`src/rtl/seg7_pkg.sv`:
```
// Shared constants for the scanned seven-segment decoder: glyph patterns, code widths, segment indices.
package seg7_pkg;

  localparam int unsigned SEG_W  = 7;
  localparam int unsigned CODE_W = 4;

  localparam logic [CODE_W-1:0] SEG7_INVALID = 4'hF;

  // Segment bit positions on the bus (1 = lit)
  localparam int unsigned SEG_TOP         = 0;
  localparam int unsigned SEG_UPPER_RIGHT = 1;
  localparam int unsigned SEG_LOWER_RIGHT = 2;
  localparam int unsigned SEG_BOTTOM      = 3;
  localparam int unsigned SEG_LOWER_LEFT  = 4;
  localparam int unsigned SEG_UPPER_LEFT  = 5;
  localparam int unsigned SEG_MIDDLE      = 6;

  // Primary glyphs, written MSB = middle segment down to LSB = top segment
  localparam logic [SEG_W-1:0] GLYPH_0 = 7'b0111111;
  localparam logic [SEG_W-1:0] GLYPH_1 = 7'b0000110;
  localparam logic [SEG_W-1:0] GLYPH_2 = 7'b1011011;
  localparam logic [SEG_W-1:0] GLYPH_3 = 7'b1001111;
  localparam logic [SEG_W-1:0] GLYPH_4 = 7'b1100110;
  localparam logic [SEG_W-1:0] GLYPH_5 = 7'b1101101;
  localparam logic [SEG_W-1:0] GLYPH_6 = 7'b1111100;
  localparam logic [SEG_W-1:0] GLYPH_7 = 7'b0000111;
  localparam logic [SEG_W-1:0] GLYPH_8 = 7'b1111111;
  localparam logic [SEG_W-1:0] GLYPH_9 = 7'b1100111;

  // Alternate glyphs (tailed 6, hooked 7, tailed 9)
  localparam logic [SEG_W-1:0] GLYPH_ALT_6 = 7'b1111101;
  localparam logic [SEG_W-1:0] GLYPH_ALT_7 = 7'b0100111;
  localparam logic [SEG_W-1:0] GLYPH_ALT_9 = 7'b1101111;

endpackage

```
`src/rtl/seg7_glyph_dec.sv`:
```
// Combinational seven-segment glyph to 4-bit digit code decoder; unknown patterns map to SEG7_INVALID.
module seg7_glyph_dec
  import seg7_pkg::*;
#(
  parameter int unsigned ALT_GLYPHS = 1
) (
  input  logic [6:0] seg_i,
  output logic [3:0] code_c_o
);

  // Primary table first, alternate glyphs layered on top when enabled
  always_comb begin
    code_c_o = SEG7_INVALID;
    case (seg_i)
      GLYPH_0: code_c_o = 4'd0;
      GLYPH_1: code_c_o = 4'd1;
      GLYPH_2: code_c_o = 4'd2;
      GLYPH_3: code_c_o = 4'd3;
      GLYPH_4: code_c_o = 4'd4;
      GLYPH_5: code_c_o = 4'd5;
      GLYPH_6: code_c_o = 4'd6;
      GLYPH_7: code_c_o = 4'd7;
      GLYPH_8: code_c_o = 4'd8;
      GLYPH_9: code_c_o = 4'd9;
      default: code_c_o = SEG7_INVALID;
    endcase
    if (ALT_GLYPHS != 0) begin
      case (seg_i)
        GLYPH_ALT_6: code_c_o = 4'd6;
        GLYPH_ALT_7: code_c_o = 4'd7;
        GLYPH_ALT_9: code_c_o = 4'd9;
        default: ;
      endcase
    end
  end

endmodule

```
`src/rtl/seg7_scan_decoder.sv`:
```
// Samples a multiplexed seven-segment bus, debounces each digit and publishes whole frames over valid/ready.
module seg7_scan_decoder
  import seg7_pkg::*;
#(
  parameter int unsigned NUM_DIGITS = 4,
  parameter int unsigned STABLE_CNT = 3,
  parameter int unsigned ALT_GLYPHS = 1
) (
  input  logic                    clk,
  input  logic                    rst_n,
  input  logic [6:0]              seg_in,
  input  logic [NUM_DIGITS-1:0]   digit_sel,
  output logic [4*NUM_DIGITS-1:0] value,
  output logic [NUM_DIGITS-1:0]   err,
  output logic                    out_valid,
  input  logic                    out_ready,
  output logic                    sel_err
);

  localparam int unsigned CNT_W = 4;
  localparam int unsigned VAL_W = CODE_W * NUM_DIGITS;
  localparam logic [CNT_W-1:0] CNT_SAT = CNT_W'(STABLE_CNT);

  logic [CODE_W-1:0]     code_c;
  logic                  sel_onehot_c;
  logic                  sel_bad_c;
  logic [NUM_DIGITS-1:0] sample_c;
  logic [NUM_DIGITS-1:0] lock_set_c;
  logic [VAL_W-1:0]      shadow_c;
  logic                  load_c;

  logic [VAL_W-1:0]      value_q, value_d;
  logic [NUM_DIGITS-1:0] err_q, err_d;
  logic                  out_valid_q, out_valid_d;
  logic                  sel_err_q, sel_err_d;
  logic [NUM_DIGITS-1:0] lock_q, lock_d;

  seg7_glyph_dec #(
    .ALT_GLYPHS(ALT_GLYPHS)
  ) u_glyph_dec (
    .seg_i   (seg_in),
    .code_c_o(code_c)
  );

  // Strobe qualification: only an exact one-hot strobe is a sample; other non-zero patterns are flagged
  always_comb begin
    sel_onehot_c = (digit_sel != '0) &&
                   ((digit_sel & (digit_sel - NUM_DIGITS'(1))) == '0);
    sel_bad_c    = (digit_sel != '0) && !sel_onehot_c;
    sample_c     = sel_onehot_c ? digit_sel : '0;
  end

  for (genvar g = 0; g < NUM_DIGITS; g++) begin : g_digit
    logic [CODE_W-1:0] cand_q, cand_d;
    logic [CNT_W-1:0]  cnt_q, cnt_d;
    logic [CODE_W-1:0] shadow_q, shadow_d;
    logic              lock_c;

    // Debounce: count repeats of the same code, lock and capture once the count reaches saturation
    always_comb begin
      cand_d   = cand_q;
      cnt_d    = cnt_q;
      shadow_d = shadow_q;
      lock_c   = 1'b0;
      if (sample_c[g]) begin
        if (code_c == cand_q) begin
          cnt_d = (cnt_q >= CNT_SAT) ? CNT_SAT : cnt_q + CNT_W'(1);
        end else begin
          cand_d = code_c;
          cnt_d  = CNT_W'(1);
        end
        if (cnt_d == CNT_SAT) begin
          shadow_d = code_c;
          lock_c   = 1'b1;
        end
      end
    end

    // Per-digit debounce state
    always_ff @(posedge clk or negedge rst_n) begin
      if (!rst_n) begin
        cand_q   <= SEG7_INVALID;
        cnt_q    <= '0;
        shadow_q <= '0;
      end else begin
        cand_q   <= cand_d;
        cnt_q    <= cnt_d;
        shadow_q <= shadow_d;
      end
    end

    assign lock_set_c[g]              = lock_c;
    assign shadow_c[CODE_W*g +: CODE_W] = shadow_q;
  end

  // Load a frame when all digits are locked and the output register is free; a new lock beats the clear
  always_comb begin
    value_d     = value_q;
    err_d       = err_q;
    out_valid_d = out_valid_q;
    sel_err_d   = sel_err_q | sel_bad_c;
    load_c      = (&lock_q) && (!out_valid_q || out_ready);
    lock_d      = (load_c ? '0 : lock_q) | lock_set_c;
    if (load_c) begin
      value_d     = shadow_c;
      out_valid_d = 1'b1;
      for (int unsigned i = 0; i < NUM_DIGITS; i++) begin
        err_d[i] = (shadow_c[CODE_W*i +: CODE_W] == SEG7_INVALID);
      end
    end else if (out_valid_q && out_ready) begin
      out_valid_d = 1'b0;
    end
  end

  // Frame output, lock mask and sticky strobe error
  always_ff @(posedge clk or negedge rst_n) begin
    if (!rst_n) begin
      value_q     <= '0;
      err_q       <= '0;
      out_valid_q <= 1'b0;
      sel_err_q   <= 1'b0;
      lock_q      <= '0;
    end else begin
      value_q     <= value_d;
      err_q       <= err_d;
      out_valid_q <= out_valid_d;
      sel_err_q   <= sel_err_d;
      lock_q      <= lock_d;
    end
  end

  assign value     = value_q;
  assign err       = err_q;
  assign out_valid = out_valid_q;
  assign sel_err   = sel_err_q;

endmodule

```
`config.mk`:
```
export PLATFORM = sky130hd
export DESIGN_NAME = seg7_scan_decoder
export DESIGN_NICKNAME = d
export VERILOG_FILES = /design/src/rtl/seg7_pkg.sv /design/src/rtl/seg7_glyph_dec.sv /design/src/rtl/seg7_scan_decoder.sv
export SDC_FILE = /design/constraint.sdc
export NUM_CORES = 1
export LEC_CHECK = 0
export CAP_MARGIN = 15
export CORE_MARGIN = 2
export CORE_UTILIZATION = 35
export DETAILED_ROUTE_END_ITERATION = 8
export PLACE_DENSITY = 0.56
export REMOVE_ABC_BUFFERS = 1
export SLEW_MARGIN = 0
export SYNTH_ARGS = -nofsm -noshare
export SYNTH_HDL_FRONTEND = slang
export SYNTH_SLANG_ARGS = --single-unit
```
`constraint.sdc`:
```
create_clock -name clk -period 4.05 [get_ports clk]
set_input_delay 1.215 -clock clk [delete_from_list [all_inputs] [get_ports clk]]
set_output_delay 1.215 -clock clk [all_outputs]
set_load 0.005 [all_outputs]
```
==> results.ini, run 1 <==
[clock_network]
cts-htree-levels=3
postCtsSetupBuffers=0
root_buffer=clkbuf_8
clk_pin_slew_ns=0.08
cts-hold-fix-buffers=0
cts_buffers=9
cts_tree=built
clock_path_buffers=2
cts_sinks=74
clk_latency_ns=0.34
cts_resized=0

[critical_path]
endpoint_kind=flip-flop
slowest_stage=o41a_4
worstPathCellList=clkdlybuf4s50_1, buf_4, nand4b_1, a211oi_2, or3_1, o41a_4, xnor2_1, buf_4, nor3_1, a31oi_1
critPathLaunch=seg_in[1]
critPathTopFamily=buffers and inverters
critPathLaunchType=input port
crit_type=input port to flip-flop
ff2ff_path_depth=6
r2r_start=g_digit[1].cnt_q[0]$_DFFE_PN0P_
cp.required_ns=4.26
cp.buffers_inverters=3
path_max_fanout=9
cpPeakStageDelay_ns=0.54
cp.depth=10
arrival_ns=3.84
crit_top_cell=buf_4

[min_path]
hp-start=value[2]$_DFFE_PN0P_
whs_path_depth=2
hp-class=flip-flop to flip-flop

[sta]
tightest_slew_ns=0.988
rsz0062_at_grt=false
finalSetupViolations=0
fin_skew_ns=0.00930
slew_violations=0
period_minus_slack_ns=3.63
finalSetupTns_ns=0
timing.fmax_mhz=276
period_share_pct=89.6
hold_viol=0
maxSlewHeadroom_pct=34.1

[route]
avgRoutedWirePerCell_um=13.2
ant_nets=0
via_per_inst=5.00
via_count=2815
drc=0
drtIter0Drc=127
dr.pass1.iters=4
drt-total-wl_mm=7.45

[floorplan]
die_h_um=108
die-width_um=108
io_pins=36
rows=37
start_util_pct=36.2
die_area_um2=11600
fp.coreArea_um2=10400

[synth]
synthTopCellsByArea=dfrtp_1 (39%), dfstp_2 (11%), nand2_1 (7.3%), mux2_2 (2.7%), xnor2_1 (2.6%)
yosysTopAreaCellShare_pct=38.7
muxShareOfSynthArea_pct=5.36
synth_top_area_cell=dfrtp_1
synthCells=360
synth-compound-area-share_pct=12.2
synthXorXnorAreaFrac_pct=5.13
synth_top_family_by_area=simple AND/OR/NAND/NOR gates
ys_types=58
ys.flop_type=dfrtp_1
async_flop_share_pct=100
yosysWarnings=0
ys_seq_area_share_pct=49.9
ys_ff_latch=74
synthAdderAreaFrac_pct=1.60
syn_area_per_cell_um2=10.4
synth_edf_count=0
synth_area_um2=3750
post_synth_and_or_nand_nor_area_fraction_pct=22.0

[outcome]
status=finished clean

[placed_design]
place_hpwl_mm=5.68
port_buffers=35
place_congestion=0.883
dpl_cell_area_um2=4450

[grt]
track_usage_pct=14.1
grt_antenna_before_repair=0
grt_pass1_vias=2751
grt_pass1_wl_mm=13.0
overflow=0
grt_max_degree=36

[final_layout]
final_common_cell=nand2_1
n_antenna_cell=0
nets=440
layout_common_cells=nand2_1 (73), dfrtp_1 (58), clkdlybuf4s50_1 (34)
fin_area_um2=4690
syn_to_final_growth_pct=24.9
final_util_pct=45.2
layout-drive-gt1-share_pct=22.7

[power_and_ir_drop]
power_density_nw_per_um2=424
leakage_nw=2.12
ir_drop_v=0.000166

[run]
drv_cap=0

[registers in the layout (all words and copies together), names as in the netlist]
name	count
lock_q	4
g_digit.cand_q	16
g_digit.shadow_q	16
err	4
out_valid	1
value	16
sel_err	1
g_digit.cnt_q	16
[per-stage QoR]
step | total power [mW] | instances | hold WS [ns] | worst slack, ns
after floorplan | 1.19 | 342 | 0.447 | 0.571
after global placement | 1.33 | 547 | 0.460 | 0.106
after detailed placement | 1.34 | 547 | 0.464 | 0.0849
after CTS | 2.02 | 563 | 0.482 | 0.433
after global routing | 2.11 | 563 | 0.492 | 0.249
final | 1.99 | 563 | 0.476 | 0.422
[worst reg2reg max path, stage by stage, from the launching register on]
cell and delay, ns:
dfrtp_1 0.41, ha_1 0.31, inv_1 0.04, o21ai_0 0.30, nand4_4 0.18, nor3_4 0.27, mux2_1 0.34
[cell type report]
type,instances,area (um2)
fillers,1002,5680
flip-flops and latches,74,1870
multi-input cells,257,1760
repair buffers,69,613
well taps,136,170
clock buffers,13,169
clock inverters,3,68.8
inverters,11,41.3
[worst paths after layout]
| kind | end | slack (ns) |
|---|---|---|
| max | g_digit[3].cnt_q[0]$_DFFE_PN0P_ | 0.42 |
| min | value[2]$_DFFE_PN0P_ | 0.48 |
| max reg2reg | g_digit[1].shadow_q[2]$_DFFE_PN0P_ | 2.11 |
| min reg2reg | value[2]$_DFFE_PN0P_ | 0.48 |
| max in group asynchronous | g_digit[1].cand_q[2]$_DFFE_PN1P_ | 2.37 |
| min in group asynchronous | value[5]$_DFFE_PN0P_ | 0.94 |
[per-layer routing]
layer	global-route usage, %	part of all wire [%]	up-vias
li1	-	-	1405
met1	19.1	49	1342
met3	2.97	3.7	9
met4	4.40	1.4	0
met2	22.6	46	59
met5	0	0	-
[logic make-up after synthesis]
family / Yosys count
buf+inv: 29
compound gates: 62
simple gates: 156
xor+xnor: 16
flops: 74
fa+ha+maj: 5
mux: 18
[where the power goes]
group / switching (mW) / internal, mW / leakage, nW
Sequential: 0.0885 / 0.861 / 0.904
Combinational: 0.189 / 0.187 / 1.09
Clock: 0.266 / 0.400 / 0.120
Total: 0.543 / 1.45 / 2.12
[synth_stat cells (3+ instances only)]
library cell and n:
nand2_1 73, dfrtp_1 58, o21ai_0 19, dfstp_2 16, nor2_1 13, nor3_1 12, inv_1 11, xnor2_1 11
mux2_2 9, nand4_1 9, clkbuf_1 8, mux2_1 8, a21oi_1 7, nor2b_1 7, nand3_1 6, buf_2 5
a21o_1 4, a41oi_1 4, buf_6 4, ha_1 4, nand2b_1 4, nor4b_1 4, o22a_1 4, o32ai_1 4
or3_1 4, and2_1 3, and3_1 3, nand4b_1 3, nor3_2 3, o31a_1 3
Power figures use the tool's default switching activity.
==> run 2: changes to the inputs <==
- ABC_AREA: not set -> 1
==> run 2 against run 1 <==
Against the previous run: fmax is 17% higher; final cell count is 17% higher; largest power group unchanged; setup slack better by 0.53 ns; critical endpoint is now g_digit[1].shadow_q[3]$_DFFE_PN0P_; utilization is 2.5 points lower; clock skew is 0.0029 ns lower; die area is 3.1% higher; critical path depth is 4 higher.
==> results.ini, run 2 <==
[clock_network]
cts_buffers=9
clock_path_buffers=2
root_buffer=clkbuf_8
cts_tree=built
clk_latency_ns=0.35
cts-htree-levels=3
cts_resized=0
clk_pin_slew_ns=0.08
cts-hold-fix-buffers=0
postCtsSetupBuffers=0
cts_sinks=74

[final_layout]
multi_input_area_um2=1740
final_cells=660
ff_latch_area_um2=1870
fin_area_um2=4630
n_antenna_cell=0
syn_to_final_growth_pct=19.5
nets=534
layout-drive-gt1-share_pct=17.5
layout_common_cells=nand2_1 (188), dfrtp_1 (58), inv_1 (57)
fillCellCount=1108
final_common_cell=nand2_1

[grt]
track_usage_pct=15.4
grt_pass1_vias=2917
grt_pass1_wl_mm=14.2
grt_max_degree=75
grt_antenna_before_repair=0
overflow=0

[synth]
synthTopCellsByCount=nand2_1 (188), dfrtp_1 (58), inv_1 (57)
synth_edf_count=0
synth.most_common_cell=nand2_1
yosysWarnings=0
yosysTopAreaCellShare_pct=37.4
ys.flop_type=dfrtp_1
synth_top_area_cell=dfrtp_1
ys_seq_area_share_pct=48.3
ys_types=30
synthTopCellsByArea=dfrtp_1 (37%), nand2_1 (18%), dfstp_2 (11%), inv_1 (5.5%), nand4_1 (3.9%)
synth_area_um2=3880
synthCells=472
syn_area_per_cell_um2=8.21
ys_ff_latch=74
async_flop_share_pct=100

[floorplan]
die-width_um=109
start_util_pct=35.8
die_area_um2=11900
rows=38
die_h_um=109
fp.coreArea_um2=10800
io_pins=36

[critical_path]
critPathLaunchType=input port
cp.required_ns=4.30
ff2ff_path_depth=6
r2r_start=lock_q[0]$_DFF_PN0_
r2r-end=err[3]$_DFFE_PN0P_
slowest_stage=clkdlybuf4s50_1
cpPeakStageDelay_ns=0.52
path_max_fanout=7
worstPathCellList=clkdlybuf4s50_1, nand2_1, nor2_1, nand2_1, o31ai_1, inv_2, nand2_4, nand2_1, nand2_1, nand2_4, nor2_8, nand3_2, nand2_1, nand2_1
critPathTopFamily=simple AND/OR/NAND/NOR gates
endpoint_kind=flip-flop
crit_top_cell=nand2_1
crit_type=input port to flip-flop
r2r_slack_ns=2.43
arrival_ns=3.34
cp.buffers_inverters=2

[min_path]
hp-start=g_digit[2].cnt_q[3]$_DFFE_PN0P_
whs_path_depth=2
hp-class=flip-flop to flip-flop
hold_end=g_digit[2].cnt_q[3]$_DFFE_PN0P_

[route]
avgRoutedWirePerCell_um=12.3
ant_nets=0
drt-total-wl_mm=8.09
topRoutingLayerUsed=met4
drtIter0Drc=216
drc=0
met3_length_um=304
via_per_inst=4.59
via_count=3030
met1Wirelength_mm=3.95
dr_wl_met2_mm=3.68
dr.pass1.iters=4

[sta]
hold_viol=0
finalSetupTns_ns=0
timing.fmax_mhz=323
fin_skew_ns=0.00643
slew_violations=0
tightest_slew_ns=0.915
period_minus_slack_ns=3.10
period_share_pct=76.4
finalWorstSetupSlack_ns=0.954
finalSetupViolations=0
rsz0062_at_grt=false
maxSlewHeadroom_pct=39.0

[run]
drv_cap=0

[placed_design]
place_ws_ns=0.591
place_hpwl_mm=5.79
place_congestion=0.855
dpl_cell_area_um2=4400
dp.cells=645
port_buffers=35

[outcome]
status=finished clean

[power_and_ir_drop]
power.total_mw=1.91
ir_drop_v=0.000146
power_density_nw_per_um2=412
leakage_nw=2.39

## run 2: cell types whose count changed after synthesis, moves of 8 or more
cell	delta
mux2_1	-8
nand2_2	+11
nand4_1	+15
mux2_2	-9
inv_2	+8
nand2_4	+8
nand3_1	+10
nand2_1	+115
xnor2_1	-11
inv_1	+46
## run 2: worst max-delay path by stage
stage / end / from / depth (start not counted)
6_report: g_digit[1].shadow_q[3]$_DFFE_PN0P_ / seg_in[3] / 14
3_5_place_dp: g_digit[1].shadow_q[3]$_DFFE_PN0P_ / seg_in[3] / 14
5_1_grt: g_digit[0].shadow_q[1]$_DFFE_PN0P_ / seg_in[3] / 14
3_3_place_gp: g_digit[1].shadow_q[2]$_DFFE_PN0P_ / seg_in[3] / 14
2_1_floorplan: g_digit[0].shadow_q[0]$_DFFE_PN0P_ / seg_in[2] / 14
4_1_cts: g_digit[1].shadow_q[3]$_DFFE_PN0P_ / seg_in[3] / 14
## run 2: layer usage
metal  track usage, %  up-vias
li1                 -     1586
met1             21.0     1362
met2             24.4       72
met3             2.69       10
met4             6.06        0
met5                0        -
## run 2: area by class of cell
type / instances / area share (%)
clock inverters: 6 / 2.43
inverters: 66 / 5.35
well taps: 140 / 3.78
multi-input cells: 328 / 37.6
repair buffers: 37 / 7.78
clock buffers: 9 / 2.67
flip-flops and latches: 74 / 40.4
## run 2: where the power goes
part / switching [mW] / leakage (nW) / internal [mW]
combinational: 0.213 / 1.30 / 0.110
clock: 0.285 / 0.120 / 0.409
sequential: 0.0548 / 0.961 / 0.837
total: 0.553 / 2.39 / 1.36
## run 2: cell families (layout without fill, tap and decap cells)
kind of cell / count (synthesis) / count (layout) / share of synthesized area [%]
compound gates: 34 / 34 / 5.65
simple gates: 290 / 290 / 38.0
flops: 74 / 74 / 48.3
buf+inv: 70 / 118 / 6.78
fa+ha+maj: 4 / 4 / 1.29
## run 2: stage by stage
step	hold WS (ns)	util, %
4_1_cts	0.474	42.7
3_5_place_dp	0.454	40.6
6_report	0.467	42.7
5_1_grt	0.494	42.7
2_1_floorplan	0.437	-
3_3_place_gp	0.452	40.6
## run 2: worst register-to-register path, cell delays in order, from the launching register on
cell     delay (ns)
dfrtp_1        0.33
inv_1          0.04
nor4_1         0.28
nand2_1        0.10
inv_1          0.30
nand2_1        0.15
o41ai_1        0.31
